### config.mk
export PLATFORM = sky130hd
export DESIGN_NAME = hazard_stall_ctrl
export DESIGN_NICKNAME = d
export VERILOG_FILES = /design/src/rtl/hazard_stall_ctrl.sv
export SDC_FILE = /design/constraint.sdc
export NUM_CORES = 1
export LEC_CHECK = 0
export BUFFER_PORTS_ARGS = -buffer_cell sky130_fd_sc_hd__buf_2
export CORE_MARGIN = 10
export CORE_UTILIZATION = 54
export DETAILED_ROUTE_END_ITERATION = 12
export MAX_ROUTING_LAYER = met4
export PLACE_DENSITY = 0.95
export SLEW_MARGIN = 20
export SYNTH_ARGS = -nofsm -noshare
export SYNTH_HDL_FRONTEND = slang
export SYNTH_SLANG_ARGS = --single-unit
### constraint.sdc
create_clock -name clk -period 4.2 [get_ports clk]
set_input_delay 0.84 -clock clk [delete_from_list [all_inputs] [get_ports clk]]
set_output_delay 0.84 -clock clk [all_outputs]
set_load 0.01 [all_outputs]
### src/rtl/hazard_stall_ctrl.sv
// Central stall controller: Tuse/Tnew data hazards, MDU busy sequencing and the
// EPC-before-eret interlock. CP0 Req always wins over stall. Also keeps a saturating stall counter.
module hazard_stall_ctrl #(
    parameter int MULT_CYCLES = 5,
    parameter int DIV_CYCLES  = 10,
    parameter int EPC_REG     = 14
) (
    input  logic        clk,
    input  logic        reset,
    input  logic        Req,
    input  logic [4:0]  D_rs,
    input  logic [4:0]  D_rt,
    input  logic [1:0]  D_TuseRs,
    input  logic [1:0]  D_TuseRt,
    input  logic        D_isMD,
    input  logic        D_eret,
    input  logic [4:0]  E_dst,
    input  logic        E_RegWrite,
    input  logic [1:0]  E_timeNew,
    input  logic        E_mdStart,
    input  logic        E_mdIsDiv,
    input  logic        E_CP0Write,
    input  logic [4:0]  E_rd,
    input  logic [4:0]  M_dst,
    input  logic        M_RegWrite,
    input  logic [1:0]  M_timeNew,
    input  logic        M_CP0Write,
    input  logic [4:0]  M_rd,
    output logic        stall,
    output logic        md_busy,
    output logic        md_done,
    output logic [31:0] stall_cycles
);

    localparam logic [5:0] MULT_LOAD = 6'(MULT_CYCLES);
    localparam logic [5:0] DIV_LOAD  = 6'(DIV_CYCLES);
    localparam logic [4:0] EPC_IDX   = 5'(EPC_REG);

    // A producer only stalls D when its result arrives later than D needs it.
    function automatic logic src_hazard(input logic [4:0] field, input logic [1:0] tuse,
                                        input logic wr, input logic [4:0] dst,
                                        input logic [1:0] tnew);
        return (field != 5'd0) && wr && (dst == field) && (tnew > tuse);
    endfunction

    function automatic logic [31:0] sat_inc(input logic [31:0] v);
        return (v == 32'hFFFF_FFFF) ? v : v + 32'd1;
    endfunction

    logic        data_stall;
    logic        epc_stall;
    logic        md_stall;
    logic [5:0]  md_cnt;
    logic [31:0] stall_cnt;

    assign data_stall = src_hazard(D_rs, D_TuseRs, E_RegWrite, E_dst, E_timeNew)
                      | src_hazard(D_rs, D_TuseRs, M_RegWrite, M_dst, M_timeNew)
                      | src_hazard(D_rt, D_TuseRt, E_RegWrite, E_dst, E_timeNew)
                      | src_hazard(D_rt, D_TuseRt, M_RegWrite, M_dst, M_timeNew);

    assign epc_stall = D_eret & ((E_CP0Write & (E_rd == EPC_IDX)) |
                                 (M_CP0Write & (M_rd == EPC_IDX)));

    assign md_busy  = (md_cnt != 6'd0);
    assign md_done  = (md_cnt == 6'd1);
    assign md_stall = D_isMD & (md_busy | E_mdStart);

    assign stall        = (data_stall | epc_stall | md_stall) & ~Req;
    assign stall_cycles = stall_cnt;

    // Req never aborts a running MDU op; it only blocks a new start.
    always_ff @(posedge clk or posedge reset) begin
        if (reset) begin
            md_cnt    <= 6'd0;
            stall_cnt <= 32'd0;
        end else begin
            if (E_mdStart && !md_busy && !Req)
                md_cnt <= E_mdIsDiv ? DIV_LOAD : MULT_LOAD;
            else if (md_busy)
                md_cnt <= md_cnt - 6'd1;
            if (stall)
                stall_cnt <= sat_inc(stall_cnt);
        end
    end

endmodule

==> results by group <==
Status
  • Status: finished, final reports clean

Placed design
  • GPL Wtd Cong: just under 0.9
  • Dpl cells: just under 400
  • Placed wire-length estimate: roughly 5000 um
  • # port buffers: 83

Finish
  • Final net count: 410
  • Area grow syn2layout: 21.29%
  • Layout cells sized above 1: 0.2857
  • Fillers: roughly 340
  • Final Instance Count excl. Fillers: 402
  • Ant diodes: 0

Die
  • Die area: approximately 7700 um2
  • Effective utilization at floorplan: 0.5631
  • Die W: 87.61 um
  • Number of primary I/O pins: 84
  • Chip height: between 80 and 90 um
  • Core Box Area: 4384 um2
  • # rows: 24

Worst setup path
  • Slowest CP cell: a221o_2
  • Worst Path Class, Setup: in -> out
  • Delay-heaviest family, CP: compound AO/OA/AOI/OAI gates
  • Worst stage delay on the critical path: 0.43 ns
  • Reg2reg setup slack: ~1.7 ns
  • Crit Path Max Fanout: 2
  • Critical path buffers and inverters: 3
  • Cell count of the worst reg-to-reg path: 7
  • Crit start category: primary input
  • CP Capture Type: primary output
  • Worst-path cell chain: buf_2 -> inv_1 -> ha_1 -> nor2b_1 -> o2111ai_1 -> o21ai_0 -> a221o_2 -> buf_2
  • R2R Path End: stall_cycles[1]
  • CP dominant cell by count: buf_2
  • WP data required: 3.36 ns
  • Crit path DAT: 2.27 ns
  • R2R Path Start: stall_cycles[2]

STA
  • # setup viols final: 0
  • Worst slew pin tran: between 0.5 and 0.6 ns
  • Total negative slack: 0 ns
  • Final period utilization: 0.7398
  • Max Freq: 321.9 MHz
  • Final slew viol count: 0
  • Final min period: 3.107 ns
  • RSZ-0062 raised after global routing: false
  • Slew margin rel.: 0.6625
  • Final hold violation count: 0
  • Worst Skew: 0.006138 ns

Synth
  • Register area share after synthesis: 0.3852
  • Synthesized area: ~2500 um2
  • Post-synth top cells: xnor2_1 (45), dfrtp_1 (38), nand2_1 (25)
  • Post-Syn Nets: ~330
  • Primary FF master, synth: dfrtp_1
  • Count leader, synth: xnor2_1
  • Cell taking the most area after synthesis: dfrtp_1
  • Post-synth EDFFs: 0
  • Avg Inst Size Synth: roughly 9.3 um2
  • Post-synth cell types: 36
  • Yosys reg bits: 38
  • Largest cells by area after synthesis: dfrtp_1 (39%), xnor2_1 (16%), ha_1 (5.6%)
  • Async SR Flop Fraction: 1.000
  • Ys Warns: 0
  • Yosys top cell area share: 0.3852
  • Cell count after synthesis: approximately 270

CTS
  • TritonCTS clock tree: built
  • Post-cts repair resize count: 0
  • Post-CTS Setup Inserts: 0
  • CTS root buffer: clkbuf_8
  • CTS H-tree depth: 2
  • Hold buffer count at cts: 0
  • Worst-Skew Late Latency: 0.29 ns
  • Clock-pin slew on the worst setup and hold paths: 0.07 ns
  • CTS max path bufs: 2
  • CTS Sinks: 38
  • CTS buffer count: 5

Worst hold path
  • Hold Crit Start: stall_cycles[19]
  • Hold WC Path Type: reg -> reg
  • Hold path depth: 1
  • Hold Path End: stall_cycles[19]

Drt
  • Met3 wire length: 479 um
  • DR WL met2: ~3000 um
  • Final WL: 6307 um
  • First-pass iteration count of the detailed router: 4
  • ANT nets after route: 0
  • M1 WL: 2749 um
  • WL/cell: roughly 16 um
  • DRC viols: 0
  • Vias per std cell: roughly 5.6
  • DR iter-0 viols: 167
  • Highest routed layer: met4
  • Vias: 2267

Global route
  • First-pass GRT wire length: between 10000 and 15000 um
  • Initial antenna violation count: 0
  • Grt total ovfl: 0
  • GR Util All Layers: 0.1676
  • Largest net degree at the start of global routing: 39
  • Vias in the first global route: 2332

Flow run
  • Max Cap Viol: 0

Pwr
  • Leakage: 1.412 nW
  • Peak supply drop: 0.2352 mV
  • Cell Pwr Density: 358.6 nW/um2
[cell usage in the layout (no fill, tap or decap), types with 3 or more instances in the layout]
cell type and count:
nand3_1 21, nand4_1 17, dfrtp_1 38, nand4b_1 3
ha_1 11, xor2_1 7, nor3b_1 3, and4_1 5
clkbuf_8 5, nand2_1 25, a21oi_1 10, nor2_1 16
o21ai_0 5, xnor2_1 45, and2_1 3, buf_4 3
inv_1 10, and3_1 9, nor3_1 8, buf_2 83
[flip-flops by register name, summed over array words and instances, names as in the netlist]
register and count:
stall_cycles 32, md_cnt 6
[cell type report]
cell class                 count  area (um2)  area share
multi-input combinational    209        1424      0.4756
sequential                    38       950.9      0.3176
timing repair buffer          86       437.9      0.1463
clock buffer                   5       68.82     0.02298
tap                           52       65.06     0.02173
inverter                      10       37.54     0.01254
clock inverter                 2       10.01    0.003343
[stage by stage]
step           setup WS (ns)  hold slack [ns]  instance area [um2]  power (W)    util
2_1_floorplan          1.208           0.4990                 2469  0.0007209       -
3_3_place_gp           1.109           0.4760                 2915  0.0008288  0.6650
3_5_place_dp           1.091           0.4803                 2915  0.0008448  0.6650
4_1_cts                1.084           0.4911                 2994   0.001081  0.6829
5_1_grt                1.010           0.5218                 2994   0.001143  0.6829
6_report               1.093           0.4871                 2994   0.001074  0.6829
[cells by family after synthesis]
group	count (synthesis)	share of synthesized area
muxes	3	0.01470
DFF	38	0.3852
and+or+nand+nor	121	0.2676
xor gates and xnor gates	52	0.1845
adders and majority gates	11	0.05575
AOI/OAI and AO/OA	22	0.05423
buffers and inverters	18	0.03801
[report_power, final]
part	switching [W]	leakage [nW]	total, W	internal (W)
sequential	0.0000728	0.510	0.000497	0.000424
clock	0.000125	0.0438	0.000237	0.000111
combinational	0.000185	0.859	0.000340	0.000155
total	0.000383	1.41	0.00107	0.000690
[worst max-delay path by stage]
stage | from | endpoint | slack, ns | cells past startpoint
5_1_grt | D_TuseRt[1] | stall | 1.01 | 8
4_1_cts | D_TuseRt[1] | stall | 1.08 | 8
6_report | D_TuseRt[1] | stall | 1.09 | 8
2_1_floorplan | D_TuseRs[1] | stall | 1.21 | 7
3_3_place_gp | D_TuseRs[1] | stall | 1.11 | 8
3_5_place_dp | D_TuseRt[1] | stall | 1.09 | 8
[layer usage]
layer  GRT usage  vias to the layer above
met4     0.06087                        0
met1      0.1940                     1049
li1            -                     1100
met3     0.05292                       13
met2      0.2665                      105
met5           -                        -
(Power assumes the default switching activity.)
